[config.mk]
export PLATFORM = sky130hd
export DESIGN_NAME = id_ex_stage
export DESIGN_NICKNAME = d
export VERILOG_FILES = /design/src/rtl/id_ex_stage.sv
export SDC_FILE = /design/constraint.sdc
export NUM_CORES = 1
export LEC_CHECK = 0
export ABC_CLOCK_PERIOD_IN_PS = 2700
export CORE_AREA = 5 5 315 317
export DETAILED_ROUTE_END_ITERATION = 10
export DIE_AREA = 0 0 320 322
export PLACE_DENSITY = 0.43
export RECOVER_POWER = 50
export REMOVE_ABC_BUFFERS = 1
export SLEW_MARGIN = 20
export SYNTH_ARGS = -nofsm -noshare
export SYNTH_HDL_FRONTEND = slang
export SYNTH_SLANG_ARGS = --single-unit
[constraint.sdc]
create_clock -name clock -period 2.7 [get_ports clock]
set_input_delay 0.54 -clock clock [delete_from_list [all_inputs] [get_ports clock]]
set_output_delay 0.54 -clock clock [all_outputs]
set_load 0.005 [all_outputs]
[src/rtl/id_ex_stage.sv]
// ID/EX register: captures decoded instruction, forwards operands from EX/MEM/WB, inserts one bubble on load-use.
// Latency 1 cycle; holds payload while out_valid && !out_ready, in_ready drops on backpressure or hazard.
module id_ex_stage #(
  parameter int XLEN = 64,
  parameter int REGW = 5
) (
  input  logic            clock,
  input  logic            reset,
  input  logic            in_valid,
  output logic            in_ready,
  input  logic [XLEN-1:0] pc,
  input  logic [XLEN-1:0] imm,
  input  logic [REGW-1:0] rs1,
  input  logic [REGW-1:0] rs2,
  input  logic [REGW-1:0] rd,
  input  logic            usesRs1,
  input  logic            usesRs2,
  input  logic [3:0]      aluOp,
  input  logic            aluSrc,
  input  logic            memRead,
  input  logic            memWrite,
  input  logic            regWrite,
  input  logic            memToReg,
  input  logic            branch,
  input  logic [XLEN-1:0] readData1,
  input  logic [XLEN-1:0] readData2,
  input  logic            ex_valid,
  input  logic            ex_regWrite,
  input  logic            ex_memRead,
  input  logic [REGW-1:0] ex_rd,
  input  logic [XLEN-1:0] ex_result,
  input  logic            mem_valid,
  input  logic            mem_regWrite,
  input  logic [REGW-1:0] mem_rd,
  input  logic [XLEN-1:0] mem_result,
  input  logic            wb_regWrite,
  input  logic [REGW-1:0] wb_rd,
  input  logic [XLEN-1:0] wb_data,
  input  logic            flush,
  output logic            out_valid,
  input  logic            out_ready,
  output logic [XLEN-1:0] out_pc,
  output logic [XLEN-1:0] out_imm,
  output logic [XLEN-1:0] out_opA,
  output logic [XLEN-1:0] out_opB,
  output logic [REGW-1:0] out_rs1,
  output logic [REGW-1:0] out_rs2,
  output logic [REGW-1:0] out_rd,
  output logic [3:0]      out_aluOp,
  output logic            out_aluSrc,
  output logic            out_memRead,
  output logic            out_memWrite,
  output logic            out_regWrite,
  output logic            out_memToReg,
  output logic            out_branch,
  output logic [31:0]     stallCount
);

  logic            valid_q;
  logic [XLEN-1:0] pc_q, imm_q, opa_q, opb_q;
  logic [REGW-1:0] rs1_q, rs2_q, rd_q;
  logic [3:0]      alu_op_q;
  logic            alu_src_q, mem_read_q, mem_write_q, reg_write_q, mem_to_reg_q, branch_q;
  logic [31:0]     stall_cnt_q;

  logic            adv;
  logic            hazard;
  logic            capture;
  logic [XLEN-1:0] opa_d, opb_d;

  // A load in EX has no data yet, so its result is excluded here and covered by the stall.
  function automatic logic [XLEN-1:0] fwd(
    input logic [REGW-1:0] idx,
    input logic [XLEN-1:0] rf_data,
    input logic            exv, exrw, exmr,
    input logic [REGW-1:0] exrd,
    input logic [XLEN-1:0] exres,
    input logic            memv, memrw,
    input logic [REGW-1:0] memrd,
    input logic [XLEN-1:0] memres,
    input logic            wbrw,
    input logic [REGW-1:0] wbrd,
    input logic [XLEN-1:0] wbdat
  );
    logic [XLEN-1:0] r;
    r = rf_data;
    if (idx == '0)
      r = '0;
    else if (exv && exrw && !exmr && exrd == idx)
      r = exres;
    else if (memv && memrw && memrd == idx)
      r = memres;
    else if (wbrw && wbrd == idx)
      r = wbdat;
    return r;
  endfunction

  always_comb begin
    opa_d = fwd(rs1, readData1, ex_valid, ex_regWrite, ex_memRead, ex_rd, ex_result,
                mem_valid, mem_regWrite, mem_rd, mem_result, wb_regWrite, wb_rd, wb_data);
    opb_d = fwd(rs2, readData2, ex_valid, ex_regWrite, ex_memRead, ex_rd, ex_result,
                mem_valid, mem_regWrite, mem_rd, mem_result, wb_regWrite, wb_rd, wb_data);
  end

  always_comb begin
    hazard = in_valid && ex_valid && ex_memRead && ex_regWrite && (ex_rd != '0) &&
             ((usesRs1 && rs1 == ex_rd) || (usesRs2 && rs2 == ex_rd));
    adv      = !valid_q || out_ready;
    in_ready = flush ? adv : (adv && !hazard);
    capture  = in_valid && in_ready && !flush;
  end

  always_ff @(posedge clock or negedge reset) begin
    if (!reset) begin
      valid_q <= 1'b0;
    end else if (flush) begin
      valid_q <= 1'b0;
    end else if (capture) begin
      valid_q <= 1'b1;
    end else if (adv) begin
      valid_q <= 1'b0;
    end
  end

  always_ff @(posedge clock or negedge reset) begin
    if (!reset) begin
      pc_q         <= '0;
      imm_q        <= '0;
      opa_q        <= '0;
      opb_q        <= '0;
      rs1_q        <= '0;
      rs2_q        <= '0;
      rd_q         <= '0;
      alu_op_q     <= '0;
      alu_src_q    <= 1'b0;
      mem_read_q   <= 1'b0;
      mem_write_q  <= 1'b0;
      reg_write_q  <= 1'b0;
      mem_to_reg_q <= 1'b0;
      branch_q     <= 1'b0;
    end else if (capture) begin
      pc_q         <= pc;
      imm_q        <= imm;
      opa_q        <= opa_d;
      opb_q        <= opb_d;
      rs1_q        <= rs1;
      rs2_q        <= rs2;
      rd_q         <= rd;
      alu_op_q     <= aluOp;
      alu_src_q    <= aluSrc;
      mem_read_q   <= memRead;
      mem_write_q  <= memWrite;
      reg_write_q  <= regWrite;
      mem_to_reg_q <= memToReg;
      branch_q     <= branch;
    end
  end

  always_ff @(posedge clock or negedge reset) begin
    if (!reset) begin
      stall_cnt_q <= '0;
    end else if (hazard && !flush && stall_cnt_q != 32'hFFFF_FFFF) begin
      stall_cnt_q <= stall_cnt_q + 32'd1;
    end
  end

  assign out_valid    = valid_q;
  assign out_pc       = pc_q;
  assign out_imm      = imm_q;
  assign out_opA      = opa_q;
  assign out_opB      = opb_q;
  assign out_rs1      = rs1_q;
  assign out_rs2      = rs2_q;
  assign out_rd       = rd_q;
  assign out_aluOp    = alu_op_q;
  assign out_aluSrc   = alu_src_q;
  assign out_memRead  = mem_read_q;
  assign out_memWrite = mem_write_q;
  assign out_regWrite = reg_write_q;
  assign out_memToReg = mem_to_reg_q;
  assign out_branch   = branch_q;
  assign stallCount   = stall_cnt_q;

endmodule

# After elaboration in Yosys (flattened, before gate mapping)
# Cells that the tools add are included.
[op_classes]
addsub = 1
n_eq_ne = 9
mux = 12
reduce_logical = 31
[op_table]
columns = ["op", "n"]
rows = [
  ["$mux 64", 8],
  ["$eq 5x5->1", 8],
  ["$add 32x1->32 const B", 1],
  ["$ne 32x32->1 const B", 1],
  ["$logic_and 1x1->1", 21],
  ["$logic_not 5->1", 2],
  ["$reduce_bool 5->1", 1],
  ["$logic_not 1->1", 4],
  ["$mux 1", 4],
  ["$reduce_bool 3->1", 1],
  ["$logic_or 1x1->1", 2],
]
[totals]
ff_bits = 314
input_bits = 501
output_inout_bits = 315
wordCells = 69

# Longest topological paths before layout
# Gate-level depths: netlist of run 1.
[logic_depth]
ltp_word = 12
depth_mapped = 8
depth_no_buf = 7

# Least setup slack after synthesis of run 1
# OpenSTA, ideal clock, no wires.
[synth_path]
kind = "input to output"
startpoint = "in rs2[2]"
endpoint = "out in_ready"
t_arrival_ps = 1718
required_time_ps = 2160
path_slack_ps = 442
cell_stages = 6
n_path_buf = 1
cell_sequence = "xor2_1 > nor3_1 > nand3_1 > a21oi_4 > clkbuf_1 > nor2b_1"
[synth_between]
elab_chain_len = 7
[synth_lines]
columns = ["element", "line_no", "rtl"]
rows = [
  ["start, declared", "14", "input logic [REGW-1:0] rs2,"],
  ["$eq 5x5->1", "107", "((usesRs1 && rs1 == ex_rd) || (usesRs2 && rs2 == ex_rd));"],
  ["$logic_and 1x1->1", "107", ""],
  ["$logic_or 1x1->1", "107", ""],
  ["$logic_and 1x1->1", "106", "hazard = in_valid && ex_valid && ex_memRead && ex_regWrite && (ex_rd != '0) &&"],
  ["$logic_not 1->1", "109", "in_ready = flush ? adv : (adv && !hazard);"],
  ["$logic_and 1x1->1", "109", ""],
  ["$mux 1", "109", ""],
  ["end, declared", "10", "output logic in_ready,"],
]
# No other way between the ends.

# Worst setup path after layout of run 1
[layout_path]
startpoint = "in rs1[3]"
endpoint = "out in_ready"
[layout_between]
elab_chain_len = 7
[layout_lines]
columns = ["element", "line_no", "rtl"]
rows = [
  ["start, declared", "13", "input logic [REGW-1:0] rs1,"],
  ["$eq 5x5->1", "107", ""],
  ["$logic_and 1x1->1", "107", ""],
  ["$logic_or 1x1->1", "107", ""],
  ["$logic_and 1x1->1", "106", ""],
  ["$logic_not 1->1", "109", ""],
  ["$logic_and 1x1->1", "109", ""],
  ["$mux 1", "109", ""],
]
# No other way between the ends.

==> results.yml, run 1 <==
synthesis:
  synthTopCellsByArea: "dfrtp_1 50%, a221o_1 8.2%, nand2_1 6.4%, mux2_2 6.0%, and2_1 5.3%"
  netlist_area_mm2: 0.0157
  dominantRegCellSynth: "dfrtp_1"
  synthAdderAreaFrac_pct: 0.0798
  synth_top_family_by_area: "simple AND/OR/NAND/NOR gates"
  avgSynthCellArea_um2: 10.3
  synth-edff-count: 0
  netlist_instances: 1522
  ys_seq_area_share_pct: 50.1
  synth_commonest_cells: "314 x dfrtp_1, 266 x nand2_1, 135 x nor2_1, 132 x and2_1"
  yosys_warnings: 0
  synth.area.mux_share_pct: 11.0
  synthXorXnorAreaFrac_pct: 3.30
  synth.most_common_cell: "dfrtp_1"
  synth_seq_cells: 314
  synthSimpleGateAreaFrac_pct: 18.2
  synth_compound_area_share_pct: 13.8
  ys_async_sr_fraction_pct: 100
  synth_top_cell_by_area: "dfrtp_1"
  yosysTopAreaCellShare_pct: 50.1
  synth.distinct_cells: 38
setup_path:
  endpoint: "in_ready"
  critPathKind: "in -> out"
  critical_path_required_ps: 2160
  reg2reg_from: "stallCount[7]"
  path_cells: "clkdlybuf4s50_1, xnor2_1, o2111a_1, nand3_2, a21oi_4, buf_12, nor2b_2, buf_2"
  crit_path_max_fanout: 2
  reg2reg_slack_ps: 470
  rr_endpoint: "stallCount[27]"
  critical_path.startpoint: "rs1[3]"
  arrival_ps: 2090
  crit_slowest_cell: "clkdlybuf4s50_1"
  max_stage_delay_ps: 530
  cp-end-kind: "output port"
  start_kind: "primary input"
  rr_worst_depth: 5
sta:
  finalHoldViolCount: 0
  fin_crit_ps: 2630
  finalClockSkew_ps: 31.4
  worst_pin_slew_ps: 1460
  rsz0062_at_grt: "no"
  slew_headroom_pct: 2.97
  slew_violations: 0
  fmax_mhz: 380
  finalCritPeriodShare_pct: 97.6
  tns_ps: 0
  setup_viol: 0
pwr:
  ir_worst_vdd_uv: 371
  p_switching_mw: 4.31
  p_total_mw: 16.3
  sw_frac_of_total_pct: 26.5
  p_leak_nw: 11.7
  seqPwrFrac_pct: 36.0
  powerDensity_mw_per_mm2: 574
  intPower_mw: 12.0
  p_clk_share_pct: 39.7
  comb_power_share_pct: 24.3
worst_hold_path:
  hp-class: "reg -> reg"
  worst_hold_path.num_cells: 1
floorplanning:
  coreArea_mm2: 0.0960
  die_area_mm2: 0.103
  start_util_pct: 16.3
  die_h_um: 322
  fp-row-count: 114
  die_w_um: 320
  io_pins: 816
status:
  status: "complete, no violations"
global_route:
  antenna_found_initial: 21
  overflow: 0
  grt_start_max_net_pins: 59
  track_usage_pct: 15.9
  grt_pass1_wl_mm: 123
  grt_pass1_vias: 17300
route:
  ant_nets: 0
  drt_iter0_markers: 885
  vias: 16000
  wl_per_cell_um: 23.1
  wirelength_mm: 86.8
  first_pass_iters: 5
  via_per_inst: 4.26
  drcViolationCount: 0
clocking:
  cts_tree: "built"
  insertion_delay_ps: 590
  cts_max_path_buffers: 3
  clk_pin_slew_worst_paths_ps: 50
  h-tree-depth: 2
  cts_buffers: 43
  cts-root-buf: "clkbuf_16"
  clock-sinks: 314
run:
  maxCapViolCount: 0
placement:
  placedInstanceArea_mm2: 0.0267
  routabilityCongestion: 0.929
  port_buffers: 815
  dp_hpwl_mm: 69.7
final_layout:
  drive_above_1_share_pct: 14.1
  multi_input_area_mm2: 0.00738
  fillers: 9929
  seqCellArea_mm2: 0.00786
  fin_area_mm2: 0.0283
  synthToLayoutAreaGrowth_pct: 80.8
  layout.nets: 2943
## critical path, delay by kind of cell
family | cells | cell delay [ps]
buffers and inverters | 3 | 790
AOI/OAI and AO/OA | 2 | 450
and+or+nand+nor | 2 | 170
xor gates and xnor gates | 1 | 140
## flip-flops by register name, indices dropped and copies added, names as in the netlist, 4 cells and up
register,count
out_rd,5
out_imm,64
out_rs2,5
stallCount,32
out_opB,64
out_rs1,5
out_aluOp,4
out_pc,64
out_opA,64
## cell usage in the layout (no fill, tap or decap), types with 3 or more instances in the layout
master and instances:
and2_1 132, o21ai_0 3, dfrtp_1 314, a31oi_1 128, a221o_1 128, xor2_1 22, and3_1 10, clkbuf_16 43
buf_12 34, nand2_1 266, clkdlybuf4s50_1 649, mux2_1 70, nand3_1 14, clkinv_2 8, clkbuf_8 8, nor4_1 4
xnor2_1 37, bufinv_16 9, mux2_2 83, nor2_1 135, clkbuf_1 10, and4_1 3, clkbuf_2 5, nand4_1 23
dlygate4sd3_1 158, diode_2 11, buf_4 124, dlygate4sd2_1 5
## power groups by stage
stage               logic, mW  clock network (mW)  registers, mW
CTS                      4.18                6.69           5.89
detailed placement       4.17                   0           5.95
global route             4.20                6.86           5.95
global placement         4.14                   0           5.94
floorplan               0.973                   0           5.92
finish                   3.94                6.46           5.86
## cell families after synthesis
kind of cell / after synthesis
AOI/OAI and AO/OA: 265
xor gates and xnor gates: 59
adders and majority gates: 1
buffers and inverters: 118
DFF: 314
muxes: 153
and+or+nand+nor: 612
## layout make-up
cell class                      instances  area share, %
Timing Repair Buffer                  988           34.7
Sequential cell                       314           27.7
Multi-Input combinational cell       1090           26.0
Tap cell                             1276           5.63
Clock buffer                           55           4.24
Clock inverter                         25           1.52
Antenna cell                           11         0.0971
Inverter                                4         0.0530
## metal layers
layer	track usage (%)	routed length, um	up-vias
met3	3.96	6240	124
li1	-	-	7323
met5	0	51	-
met4	4.96	2400	8
met2	27.4	42400	700
met1	19.6	35800	7868
## per-stage QoR
stage	util (%)	hold slack, ps	setup WS [ps]	cells
3_5_place_dp	27.8	474	-624	3667
3_3_place_gp	27.8	466	-564	3667
2_1_floorplan	-	244	-2900	1408
6_report	29.5	476	65.4	3763
4_1_cts	29.5	447	6.87	3750
5_1_grt	29.5	485	1.71	3761
## what timing repair did
item,4_1_cts,5_1_grt
pin swaps,2,4
gates resized for setup,18,4
hold endpoints to repair,41,0
hold buffers,1,0
setup buffers,3,2
endpoints found under the setup margin,2,87
## worst min path at each step
stage                           start      endpoint  slack [ps]
final                     out_imm[50]   out_imm[50]         480
after global placement    out_imm[13]   out_imm[13]         470
after global routing            flush     out_valid         490
after CTS                       flush     out_valid         450
after floorplan                 reset  out_aluOp[0]         240
after detailed placement  out_imm[50]   out_imm[50]         470
(Power assumes the default switching activity.)
==> run 2: changes to the inputs <==
CELL_PAD_IN_SITES_DETAIL_PLACEMENT = 1   (was unset)
CELL_PAD_IN_SITES_GLOBAL_PLACEMENT = 1   (was unset)
CORE_AREA = 5 5 319 321   (was 5 5 315 317)
CTS_CLUSTER_DIAMETER = 120   (was unset)
DIE_AREA = 0 0 324 326   (was 0 0 320 322)
PLACE_DENSITY = unset   (was 0.43)
PLACE_DENSITY_LB_ADDON = 0.1   (was unset)
==> results.yml, run 2 (synthesis results as in run 1) <==
placement:
  port_buffers: 815
  placedInstanceArea_mm2: 0.0267
  routabilityCongestion: 0.809
  pre_cts_ws_ps: -791
  dp_hpwl_mm: 75.9
pwr:
  powerDensity_mw_per_mm2: 554
  p_leak_nw: 11.6
  ir_worst_vdd_uv: 392
route:
  via_per_inst: 4.24
  vias: 16000
  drcViolationCount: 0
  wirelength_mm: 96.1
  first_pass_iters: 5
  ant_nets: 0
  wl_per_cell_um: 25.4
  drt_iter0_markers: 584
setup_path:
  start_kind: "primary input"
  crit_path_max_fanout: 2
  path_cells: "clkdlybuf4s50_1, xnor2_1, o2111a_1, nand3_2, a21oi_4, nor2b_1, dlygate4sd2_1"
  critical_path_required_ps: 2160
  critPathTopFamily: "buffers and inverters"
  crit_slowest_cell: "clkdlybuf4s50_1"
  reg2reg_slack_ps: 530
  critPathKind: "in -> out"
  cp-end-kind: "output port"
  arrival_ps: 2120
  cp_num_buf_inv: 2
  max_stage_delay_ps: 530
sta:
  slew_headroom_pct: 9.12
  fmax_mhz: 376
  rsz0062_at_grt: "no"
  slew_violations: 0
  tns_ps: 0
  fin_crit_ps: 2660
  finalCritPeriodShare_pct: 98.6
  whs_ps: 450
  setup_viol: 0
  finalClockSkew_ps: 12.5
  worst_pin_slew_ps: 1360
  fin_ws_ps: 37.8
  finalHoldViolCount: 0
floorplanning:
  coreArea_mm2: 0.0990
  io_pins: 816
  die_w_um: 324
  die_area_mm2: 0.106
  fp-row-count: 116
  die_h_um: 326
  start_util_pct: 15.8
clocking:
  cts-root-buf: "clkbuf_16"
  clk_pin_slew_worst_paths_ps: 50
  cts_tree: "built"
  h-tree-depth: 2
  insertion_delay_ps: 580
  clock-sinks: 314
  cts_max_path_buffers: 3
  cts_buffers: 43
global_route:
  overflow: 0
  grt-busiest-layer: "met2"
  grt_start_max_net_pins: 58
  antenna_found_initial: 26
  grt_use_met3_pct: 6.19
  use_met2_pct: 32.7
  track_usage_pct: 17.4
  grt_pass1_wl_mm: 135
  grt_pass1_vias: 18200
  use_met1_pct: 18.3
run:
  maxCapViolCount: 0
final_layout:
  fillers: 11200
  drive_above_1_share_pct: 13.2
  seqCellArea_mm2: 0.00786
  mostFrequentLayoutCells: "647 x clkdlybuf4s50_1, 314 x dfrtp_1, 266 x nand2_1"
  multi_input_area_mm2: 0.00737
  final_common_cell: "clkdlybuf4s50_1"
  fin_area_mm2: 0.0281
  synthToLayoutAreaGrowth_pct: 79.5
  layout.nets: 2935
status:
  status: "complete, no violations"
worst_hold_path:
  hp-class: "in -> reg"
run 2: changes by cell type in the layout (fill, tap and decap cells not counted), sizes merged:
cell	delta
dlygate4sd2	+2
clkbuf	+8
clkinv	-2
buf	-10
clkinvlp	-1
bufinv	-7
clkdlybuf4s50	-2
inv	-1
dlymetal6s2s	+1
diode	+4
run 2: path summary, 6_finish.rpt:
| check | from | end | cells after the start |
|---|---|---|---|
| max in group asynchronous | reset | out_opA[26] | 3 |
| worst max register to register | stallCount[20] | stallCount[21] | 6 |
| worst min register to register | out_imm[51] | out_imm[51] | 1 |
| min in group asynchronous | reset | out_pc[58] | 2 |
| worst max-delay path | rs1[3] | in_ready | 7 |
| worst min-delay path | rs2[4] | out_rs2[4] | 3 |
run 2: per-layer routing:
layer | share of wire, % | wire (um)
met3 | 8.6 | 8280
met4 | 2.4 | 2270
met5 | 0.13 | 126
met1 | 37 | 35300
met2 | 52 | 50100
run 2: layout make-up:
cell class                      count  share of cell area (%)
Inverter                            4                  0.0534
Clock inverter                     14                   0.502
Multi-Input combinational cell   1090                    26.2
Tap cell                         1298                    5.77
Clock buffer                       62                    4.47
Timing Repair Buffer              980                    35.0
Sequential cell                   314                    27.9
Antenna cell                       15                   0.133
run 2: metrics by stage:
stage / power (mW) / std cells / util [%]
floorplan: 6.90 / 1408 / -
global placement: 10.1 / 3680 / 27.0
detailed placement: 10.2 / 3680 / 27.0
CTS: 16.2 / 3760 / 28.5
global route: 16.4 / 3770 / 28.4
finish: 15.6 / 3777 / 28.4
run 2: tightest hold or removal path: stages:
cell,delay [ps]
dlymetal6s2s_1,140
buf_4,160
mux2_2,150
run 2: power by group:
part           leakage (nW)  internal [mW]  switching [mW]  total (mW)
sequential             3.85           5.43           0.411        5.84
combinational          7.06           2.44            1.52        3.97
clock                 0.693           3.42            2.35        5.77
total                  11.6           11.3            4.28        15.6
run 2: repair_timing:
item	in CTS	in global routing
buffers inserted	3	2
gates resized for setup	13	4
hold buffers	1	0
hold endpoints to repair	44	0
endpoints found under the setup margin	62	17
pin swaps	5	3
